[src/rtl/riscv_fetch_pkg.sv]
// Shared types and constants for the fetch stage.
// Used by the RTL and by the bench.
package riscv_fetch_pkg;

  typedef enum logic {
    RUN  = 1'b0,
    DONE = 1'b1
  } fetch_state_e;

  localparam int unsigned INST_BYTES = 4;

  localparam logic [31:0] DEF_RESET_PC = 32'h0000_0000;
  localparam logic [31:0] DEF_PROG_END = 32'd24;

endpackage

[src/rtl/fetch_pc_gen.sv]
// Program counter register and next-PC selection.
// Tracks sticky misaligned-redirect flag.
module fetch_pc_gen
  import riscv_fetch_pkg::*;
#(
  parameter logic [31:0] RESET_PC = DEF_RESET_PC
) (
  input  logic        clk,
  input  logic        rst,
  input  logic        advance,
  input  logic        redirect,
  input  logic [31:0] redirect_pc,
  output logic [31:0] pc,
  output logic        misalign_err
);

  logic [31:0] pc_d, pc_q;
  logic        err_d, err_q;

  // Redirect wins; otherwise step by one word or hold.
  always_comb begin
    pc_d  = pc_q;
    err_d = err_q;
    if (redirect) begin
      pc_d  = {redirect_pc[31:2], 2'b00};
      err_d = err_q | (|redirect_pc[1:0]);
    end else if (advance) begin
      pc_d = pc_q + 32'(INST_BYTES);
    end
  end

  // PC and error flag registers.
  always_ff @(posedge clk) begin
    if (rst) begin
      pc_q  <= RESET_PC;
      err_q <= 1'b0;
    end else begin
      pc_q  <= pc_d;
      err_q <= err_d;
    end
  end

  assign pc           = pc_q;
  assign misalign_err = err_q;

endmodule

[src/rtl/inst_fetch.sv]
// Fetch stage: PC, output register to decode,
// run/done control and handshake counter.
module inst_fetch
  import riscv_fetch_pkg::*;
#(
  parameter logic [31:0] RESET_PC = DEF_RESET_PC,
  parameter logic [31:0] PROG_END = DEF_PROG_END
) (
  input  logic        clk,
  input  logic        rst,
  output logic [31:0] PC,
  input  logic [31:0] inst,
  input  logic        redirect,
  input  logic [31:0] redirect_pc,
  output logic        out_valid,
  input  logic        out_ready,
  output logic [31:0] out_pc,
  output logic [31:0] out_inst,
  output logic        done,
  output logic        misalign_err,
  output logic [15:0] fetch_count
);

  fetch_state_e state_d, state_q;
  logic         ov_d, ov_q;
  logic [31:0]  opc_d, opc_q;
  logic [31:0]  oinst_d, oinst_q;
  logic [15:0]  cnt_d, cnt_q;

  logic        fire;
  logic        load;
  logic        in_range;
  logic        advance;
  logic [31:0] tgt;

  fetch_pc_gen #(
    .RESET_PC (RESET_PC)
  ) u_pc_gen (
    .clk          (clk),
    .rst          (rst),
    .advance      (advance),
    .redirect     (redirect),
    .redirect_pc  (redirect_pc),
    .pc           (PC),
    .misalign_err (misalign_err)
  );

  // Next-state for output register, FSM and counter.
  always_comb begin
    fire     = ov_q && out_ready;
    in_range = PC < PROG_END;
    tgt      = redirect_pc & ~32'd3;
    load     = (state_q == RUN) && (!ov_q || out_ready)
               && !redirect;
    advance  = load && in_range;
    state_d  = state_q;
    ov_d     = ov_q;
    opc_d    = opc_q;
    oinst_d  = oinst_q;
    cnt_d    = cnt_q + {15'd0, fire};
    if (redirect) begin
      ov_d    = 1'b0;
      state_d = (tgt < PROG_END) ? RUN : DONE;
    end else if (load) begin
      if (in_range) begin
        ov_d    = 1'b1;
        opc_d   = PC;
        oinst_d = inst;
      end else begin
        ov_d    = 1'b0;
        state_d = DONE;
      end
    end else if (fire) begin
      ov_d = 1'b0;
    end
  end

  // Registered outputs and control state.
  always_ff @(posedge clk) begin
    if (rst) begin
      state_q <= RUN;
      ov_q    <= 1'b0;
      opc_q   <= 32'd0;
      oinst_q <= 32'd0;
      cnt_q   <= 16'd0;
    end else begin
      state_q <= state_d;
      ov_q    <= ov_d;
      opc_q   <= opc_d;
      oinst_q <= oinst_d;
      cnt_q   <= cnt_d;
    end
  end

  assign out_valid   = ov_q;
  assign out_pc      = opc_q;
  assign out_inst    = oinst_q;
  assign done        = (state_q == DONE);
  assign fetch_count = cnt_q;

endmodule

[config.mk]
export PLATFORM = sky130hd
export DESIGN_NAME = inst_fetch
export DESIGN_NICKNAME = d
export VERILOG_FILES = /design/src/rtl/riscv_fetch_pkg.sv /design/src/rtl/fetch_pc_gen.sv /design/src/rtl/inst_fetch.sv
export SDC_FILE = /design/constraint.sdc
export NUM_CORES = 1
export LEC_CHECK = 0
export CAP_MARGIN = 20
export CORE_MARGIN = 5
export CORE_UTILIZATION = 27
export DETAILED_ROUTE_END_ITERATION = 10
export MAX_ROUTING_LAYER = met4
export PLACE_DENSITY_LB_ADDON = 0.2
export SYNTH_ARGS = -nofsm -noshare
export SYNTH_HDL_FRONTEND = slang
export SYNTH_SLANG_ARGS = --single-unit
[constraint.sdc]
create_clock -name clk -period 2.1 [get_ports clk]
set_clock_uncertainty 0.2 [all_clocks]
set_input_delay 0.21 -clock clk [delete_from_list [all_inputs] [get_ports clk]]
set_output_delay 0.21 -clock clk [all_outputs]
set_load 0.03 [all_outputs]
== Word level (Yosys, flattened, before mapping) ==
Index checks and enable logic that the tools add are counted.

* Register bits after elaboration: 115
* Output and inout bits: 115
* Bits of input ports: 68

* Reductions and logical operators: 14
* Add/sub/neg operators: 2
* Multiplexer cells: 9
* Bitwise operators: 3
* Order comparisons: 2
* Eq/ne operators: 1

{| class="wikitable"
|+ Operator list
! operator !! count
|-
| 32-bit by 5-bit less-than comparator with 1-bit output (second input constant) || 2
|-
| 32-bit two-way mux || 2
|-
| 32-bit by 3-bit adder with 32-bit output (second input constant) || 1
|-
| 16-bit by 1-bit adder with 16-bit output || 1
|-
| 1-bit two-way mux || 7
|-
| 2-bit nonzero test || 3
|-
| 1-bit logical AND || 4
|-
| 2-bit OR reduction || 2
|-
| 3-bit AND reduction || 1
|-
| 1-bit zero test || 2
|-
| 2-bit != test (second input constant) || 1
|-
| 1-bit NOT || 2
|-
| 2-bit AND reduction || 1
|-
| 1-bit logical OR || 1
|-
| 1-bit OR || 1
|}

== Longest topological paths before layout ==
Gate-level depths: netlist of run 1.

* Word-level depth: 7
* Mapped depth: 7

== Modules after synthesis ==
Synthesis of run 1 repeated with hierarchy kept, for this count alone.

* Cells, all modules: 571
* Area, all modules: 5275.1 µm²

{| class="wikitable"
|+ Modules (own cells, without submodules)
! module !! cells each !! seq. area each (µm²) !! area an instance (µm²) !! instances
|-
| inst_fetch || 329 || 1641.6 || 3357.0 || 1
|-
| fetch_pc_gen || 242 || 620.6 || 1918.1 || 1
|}

== Least setup slack after synthesis of run 1 ==
No wires, ideal clock.

* Path kind: flip-flop to flip-flop
* Start: register ov_q (netlist: out_valid)
* End: register cnt_q[13] (netlist: fetch_count[13])
* Stages on the path, launching flop included: 8
* Slack: 0.087 ns
* Path buffers: 1
* Arrival time: 1.743 ns
* Library setup time: 0.070 ns
* Clock period less this slack: 2.013 ns
* Cell sequence: dfxtp_1 and2_1 ha_1 and3_2 clkbuf_2 nand2_1 or3_2 a21oi_1

* Word-level cells in the longest chain between the ends: 2

{| class="wikitable"
|+ Ends and longest elaborated chain
! what !! line !! text
|-
| start: declaration || inst_fetch.sv:25 || <nowiki>logic ov_d, ov_q;</nowiki>
|-
| start signal: assignment || inst_fetch.sv:88 || <nowiki>ov_q <= ov_d;</nowiki>
|-
| 1-bit logical AND || inst_fetch.sv:50 || <nowiki>fire = ov_q && out_ready;</nowiki>
|-
| 16-bit by 1-bit adder with 16-bit output || inst_fetch.sv:60 || <nowiki>cnt_d = cnt_q + {15'd0, fire};</nowiki>
|-
| end signal: assignment || inst_fetch.sv:91 || <nowiki>cnt_q <= cnt_d;</nowiki>
|-
| end: declaration || inst_fetch.sv:28 || <nowiki>logic [15:0] cnt_d, cnt_q;</nowiki>
|}

Every way passes these cells.
A chain may end at the register's enable or synchronous reset.

== Worst setup path in the final report of run 1 ==
* Start: register cnt_q[2] (netlist: fetch_count[2])
* End: output port fetch_count[2]

{| class="wikitable"
|+ RTL lines
! what !! line !! text
|-
| end: declaration || inst_fetch.sv:21 || <nowiki>output logic [15:0] fetch_count</nowiki>
|}

No word-level cell between the ends.

==> summary.md, run 1 <==
| Metric | Value |
|---|---|
| GR Overflow Total | `0` |
| # nets final | `685` |
| Syn Area/Cell | `9.85 um^2` |
| Synth-to-layout area growth | `51.8%` |
| DRC viols | `0` |
| Final Hold Viols | `0` |
| Rows | `46` |
| YS warnings | `0` |
| Number of global-route vias before repair | `4,090` |
| EDFF count, synth | `0` |
| WL/cell | `16.4 um` |
| Die W | `138 um` |
| Initial antenna violation count | `1` |
| CP Class | `flop to primary output` |
| Core area | `16,000 um^2` |
| Crit path launch type | `flop` |
| CP top delay family | `buffers and inverters` |
| Clock Pin Slew Worst Setup and Hold Paths | `0.07 ns` |
| Crit path cell chain | `clkdlybuf4s50_1` |
| Peak supply drop | `0.339 mV` |
| Die height | `138 um` |
| WP data arrival | `1.59 ns` |
| Leak | `0.00239 uW` |
| Crit Path Max Fanout | `8` |
| Pre-Repair DR Iteration Count | `4` |
| Status | `finished clean` |
| Detailed placement HPWL | `9.74 mm` |
| Initial Utilization | `0.277` |
| Synth Cell Area | `4420 um^2` |
| Max frequency | `500 MHz` |
| Fin crit share | `0.952` |
| Sink Count | `111` |
| Largest net degree at the start of global routing | `47` |
| Ys flop type | `dfxtp_1` |
| Post-Layout Cell Count | `835` |
| M1 WL | `6.48 mm` |
| WL met2 | `5.94 mm` |
| Die ar. | `19,000 um^2` |
| Sequential share of the synthesized area | `0.502` |
| Power per cell area | `669 nW/um^2` |
| Tmin final | `2.00 ns` |
| Vias/cell | `4.82` |
| CTS root buf | `clkbuf_16` |
| Wire length of the first global-routing pass | `22.1 mm` |
| TritonCTS clock tree | `done` |
| Gr usage total | `0.144` |
| Setup crit end kind | `primary output` |
| Routed Antenna Nets | `0` |
| Post-synth top area share | `0.502` |
| Placed Cells | `819` |
| Fin util | `0.420` |
| Synthesized flop and latch total | `111` |
| DR iter-0 viols | `127` |
| Met3 Routed Length | `1.09 mm` |
| Cell accounting for the most synthesized area | `dfxtp_1` |
| Cts bufs inserted | `9` |
| Clk Latency, worst-skew pair | `0.35 ns` |
| Slowest stage cell, crit path | `clkdlybuf4s50_1` |
| Post CTS Setup Buffer Count | `0` |
| CTS Buffer Depth | `2` |
| Max Used Layer | `met4` |
| Post-CTS sizing | `0` |
| Slew Viols, Final | `0` |
| I/O pins | `183` |
| Post-Syn Instances | `449` |
| Cell variety after synth | `45` |
| Synth cell count leaders | `111 x dfxtp_1, 45 x nand4_1, 42 x nor2_1` |
| Worst Hold Class | `primary input to flop` |
| DR vias | `4,025` |
| Top cells by area, synth | `dfxtp_1 50%, nand4_1 6.4%, mux2i_1 6.1%` |
| Number of fillers in the final layout | `1,597` |
| Worst path bufs/invs | `1` |
| Setup_tns | `0 ns` |
| Endpoints failing setup | `0` |
| Number of hold buffers added after cts | `0` |
| Async S/R FF share, synth | `0` |
| Gpl congestion | `0.753` |
| Most common cell in the netlist | `dfxtp_1` |
| RSZ-0062 raised after global routing | `no` |
| CP Data Required Time | `1.69 ns` |
| CTS H-Tree Depth | `3` |
| WL final | `13.7 mm` |
| IO Port Bufs | `178` |
| Largest stage delay on the critical path | `0.75 ns` |
| Layout cell share with drive strength beyond 1 | `0.0761` |
| Max-Cap Viols | `0` |
[cells in the final DEF, fill, tap and decap left out, types with 2 or more instances in the layout]
master and instances:
nand3_1 5, and4_1 2, nor2_1 42, mux2i_1 27, clkdlybuf4s50_1 176, and4_2 2
dfxtp_1 111, conb_1 4, a21oi_1 40, nor2b_1 3, nor3_1 2, o21ai_0 5
buf_4 11, nand2_1 6, clkinv_2 2, buf_12 6, a31oi_1 2, or3_1 2
buf_2 2, o31ai_1 36, o311ai_0 2, nor4_2 6, nor4_1 6, xnor2_1 3
ha_1 3, clkbuf_16 9, nand4_1 45, inv_1 3, xor2_1 7, and2_1 29
[cells by family after synthesis]
kind of cell / count (synthesis) / synth area share
DFF: 111 / 0.502
buffers and inverters: 47 / 0.0636
other: 1 / 0.000848
AOI/OAI and AO/OA: 92 / 0.133
xor gates and xnor gates: 10 / 0.0198
and+or+nand+nor: 158 / 0.211
adders and majority gates: 3 / 0.00849
muxes: 27 / 0.0611
[cell type report]
cell class	count	area [um^2]	area share
antenna	1	2.50	0.000373
tap	216	270	0.0403
clock inverter	5	56.3	0.00839
clock buffer	10	239	0.0356
inverter	3	11.3	0.00168
sequential	111	2220	0.331
multi-input combinational	294	1940	0.289
timing repair buffer	195	1970	0.294
[path summary, 6_finish.rpt]
check / startpoint / endpoint / slack, ns / cells after the start
worst max-delay path: fetch_count[2] / fetch_count[2] / 0.10 / 1
worst min-delay path: redirect / u_pc_gen.pc[3] / 0.07 / 3
worst max register to register: u_pc_gen.pc[10] / u_pc_gen.pc[3] / 0.15 / 5
worst min register to register: u_pc_gen.misalign_err / u_pc_gen.misalign_err / 0.25 / 2
[power by group]
part / switching (uW) / total (uW) / internal (uW) / leakage [uW]
combinational: 329 / 594 / 265 / 0.00134
clock: 764 / 1720 / 952 / 0.000145
sequential: 38.8 / 2180 / 2140 / 0.000901
total: 1130 / 4490 / 3360 / 0.00239
[routing by layer]
metal  up-vias  global-route usage
met5         -                   -
met4         0              0.0463
met3        14              0.0497
met2       161               0.210
met1      1889               0.187
li1       1961                   -
[stage by stage]
step / power, uW / hold WS (ns) / area (um^2) / setup WS [ns]
global route: 4690 / 0.0824 / 6710 / 0.00634
CTS: 4560 / 0.0414 / 6710 / 0.0784
global placement: 2820 / 0.237 / 6420 / 0.0297
detailed placement: 2830 / 0.241 / 6420 / -0.0583
finish: 4490 / 0.0691 / 6710 / 0.101
floorplan: 2540 / 0.157 / 4440 / 0.0866
[registers in the layout, summed over array words and instances (netlist names)]
| signal | flops |
|---|---|
| fetch_count | 16 |
| out_inst | 32 |
| out_pc | 30 |
| done | 1 |
| u_pc_gen.pc | 30 |
| out_valid | 1 |
| u_pc_gen.misalign_err | 1 |
No activity file was read; power rests on OpenSTA's default activity.
==> run 2: changes to the inputs <==
--- a/config.mk
+++ b/config.mk
@@ -7,7 +7,7 @@
 export LEC_CHECK = 0
 export CAP_MARGIN = 20
 export CORE_MARGIN = 5
-export CORE_UTILIZATION = 27
+export CORE_UTILIZATION = 35
 export DETAILED_ROUTE_END_ITERATION = 10
 export MAX_ROUTING_LAYER = met4
 export PLACE_DENSITY_LB_ADDON = 0.2
==> run 2 against run 1 <==
  * Sequential power barely moved
  * Combinational power barely moved
  * Non-clock buffer count rose by 4
  * Sequential share of layout area rose by 0.24 points
  * Hold slack got worse by 0.035 ns
  * Sequential cell count did not move
  * Highest routed layer unchanged
  * Register-to-register slack barely moved
  * Final area fell by 0.71%
  * Fmax rose by 1.8%
  * Largest cell class unchanged
  * Via count fell by 1.7%
==> summary.md, run 2 (synthesis results as in run 1) <==
| Metric | Value |
|---|---|
| Gpl congestion | `0.817 (+8.4%)` |
| Worst-case reg-to-reg path depth | `6 (+1)` |
| Die height | `122 um (-11%)` |
| Final Cell Area | `6670 um^2 (-0.71%)` |
| # nets final | `689 (+0.58%)` |
| M1 GR Usage | `0.225 (+0.0379)` |
| Tmin final | `1.96 ns (-0.0360 ns)` |
| Internal reg-to-reg setup slack | `0.16 ns (about the same)` |
| Layout cell share with drive strength beyond 1 | `0.0804 (+0.00433)` |
| RR Startpoint | `u_pc_gen.pc[10]` |
| Setup_tns | `0 ns (unchanged)` |
| Largest net degree at the start of global routing | `54 (+15%)` |
| Number of global-route vias before repair | `3,980 (-2.7%)` |
| Number of fillers in the final layout | `1,158 (-27%)` |
| Largest stage delay on the critical path | `0.73 ns (-0.02 ns)` |
| Clock Pin Slew Worst Setup and Hold Paths | `0.07 ns (about the same)` |
| WL/cell | `16.3 um (-0.55%)` |
| Gr usage total | `0.176 (+0.0318)` |
| Core area | `12,500 um^2 (-22%)` |
| R2r endpoint | `out_inst[0]` |
| Slew @ Worst Pin | `0.578 ns` |
| Crit Path Max Fanout | `8 (unchanged)` |
| Sink Count | `111 (unchanged)` |
| Crit path cell chain | `clkdlybuf4s50_1` |
| Max reg flops | `32 (unchanged)` |
| Die ar. | `15,000 um^2 (-21%)` |
| Clk Latency, worst-skew pair | `0.34 ns (about the same)` |
| Power per cell area | `667 nW/um^2 (-0.29%)` |
| Wire length of the first global-routing pass | `20.3 mm (-8.1%)` |
| CTS H-Tree Depth | `3 (unchanged)` |
| Slowest stage cell, crit path | `clkdlybuf4s50_1` |
| Met3 global-route usage | `0.0530 (+0.00334)` |
| Area of the multi-input gates | `1940 um^2 (+0.19%)` |
| FF/Latch Area | `2220 um^2 (unchanged)` |
| Crit path depth | `1 (unchanged)` |
| Max-Cap Viols | `0 (unchanged)` |
| Initial Utilization | `0.353 (+0.0769)` |
| CP Data Required Time | `1.69 ns (about the same)` |
| Post-Layout Cell Count | `794 (-4.9%)` |
| Fin crit share | `0.935 (-0.0171)` |
| CP Class | `flop to primary output` |
| WP data arrival | `1.55 ns (-0.04 ns)` |
| Crit path launch type | `flop` |
| DRC viols | `0 (unchanged)` |
| Endpoints failing setup | `0 (unchanged)` |
| N_diodes | `0 (-1)` |
| Placed Cells | `777 (-5.1%)` |
| Worst path bufs/invs | `1 (unchanged)` |
| GR Overflow Total | `0 (unchanged)` |
| TritonCTS clock tree | `done` |
| GRT Max-Usage Layer | `met2` |
| Placed instance area | `6350 um^2 (-1.0%)` |
| Detailed placement HPWL | `9.32 mm (-4.3%)` |
| I/O pins | `183 (unchanged)` |
| Die W | `122 um (-11%)` |
| Max frequency | `509 MHz (+1.8%)` |
| Tot Pwr | `4450 uW (-0.99%)` |
| IO Port Bufs | `178 (unchanged)` |
| Crit path launch | `fetch_count[2]` |
| Rel. slew slack | `0.615` |
| WL final | `13.0 mm (-5.4%)` |
| Synth-to-layout area growth | `50.7%` |
| CTS Buffer Depth | `2 (unchanged)` |
| Crit path to | `fetch_count[2]` |
| Setup crit end kind | `primary output` |
| Worst Hold Class | `primary input to flop` |
| RSZ-0062 raised after global routing | `no` |
| Rows | `41 (-11%)` |
| DR vias | `3,955 (-1.7%)` |
| Peak supply drop | `0.438 mV (+29%)` |
| DR iter-0 viols | `314 (+150%)` |
| Pre-Repair DR Iteration Count | `5 (+1)` |
| Slew Viols, Final | `0 (unchanged)` |
| Final Hold Viols | `0 (unchanged)` |
| CP top delay family | `buffers and inverters` |
| Cts bufs inserted | `9 (unchanged)` |
| Routed Antenna Nets | `0 (unchanged)` |
| Vias/cell | `4.98 (+3.3%)` |
| CTS root buf | `clkbuf_16` |
| GR Util met2 | `0.267 (+0.0565)` |
| Initial antenna violation count | `0 (-1)` |
| Most common cell after layout, fill and taps aside | `clkdlybuf4s50_1` |
| Most frequent cells in the layout | `176 x clkdlybuf4s50_1, 111 x dfxtp_1, 45 x nand4_1` |
| Leak | `0.00240 uW (+0.47%)` |
| Status | `finished clean` |
## run 2: layout make-up
cell class                 count  area share
multi-input combinational    294       0.291
tap                          172      0.0323
sequential                   111       0.333
timing repair buffer         199       0.298
clock buffer                  12      0.0370
clock inverter                 3     0.00657
inverter                       3     0.00169
## run 2: worst min path at each step
stage	start	to	slack, ns	depth (start not counted)
after floorplan	redirect_pc[20]	u_pc_gen.pc[20]	0.16	2
after global placement	u_pc_gen.misalign_err	u_pc_gen.misalign_err	0.23	2
after detailed placement	out_pc[9]	out_pc[9]	0.24	1
after CTS	redirect	u_pc_gen.pc[3]	0.02	3
after global routing	redirect	u_pc_gen.pc[3]	0.05	3
final	redirect	u_pc_gen.pc[3]	0.03	3
## run 2: power breakdown
group | internal (uW) | switching, uW | leakage [uW] | total, uW
registers | 2140 | 39.1 | 0.000901 | 2180
logic | 267 | 324 | 0.00135 | 591
clock network | 952 | 720 | 0.000143 | 1670
total | 3360 | 1080 | 0.00240 | 4450
## run 2: metrics by stage
| stage | util | setup WS [ns] | hold WS [ns] |
|---|---|---|---|
| 6_report | 0.533 | 0.136 | 0.0340 |
| 3_3_place_gp | 0.507 | 0.0367 | 0.234 |
| 3_5_place_dp | 0.507 | -0.0152 | 0.243 |
| 2_1_floorplan | - | 0.0866 | 0.157 |
| 4_1_cts | 0.531 | 0.0103 | 0.0155 |
| 5_1_grt | 0.533 | 0.00421 | 0.0525 |
## run 2: what timing repair did
| action | 4_1_cts | 5_1_grt |
|---|---|---|
| endpoints found under the hold margin | 2 | 0 |
| endpoints found under the setup margin | 0 | 34 |
| setup buffers | 0 | 1 |
| gates resized for setup | 0 | 4 |
| hold buffers | 1 | 0 |
## run 2: routing by layer
layer	vias to the layer above	part of all wire
met4	0	0.013
met5	-	0
met3	14	0.087
met2	148	0.46
li1	1966	-
met1	1827	0.44
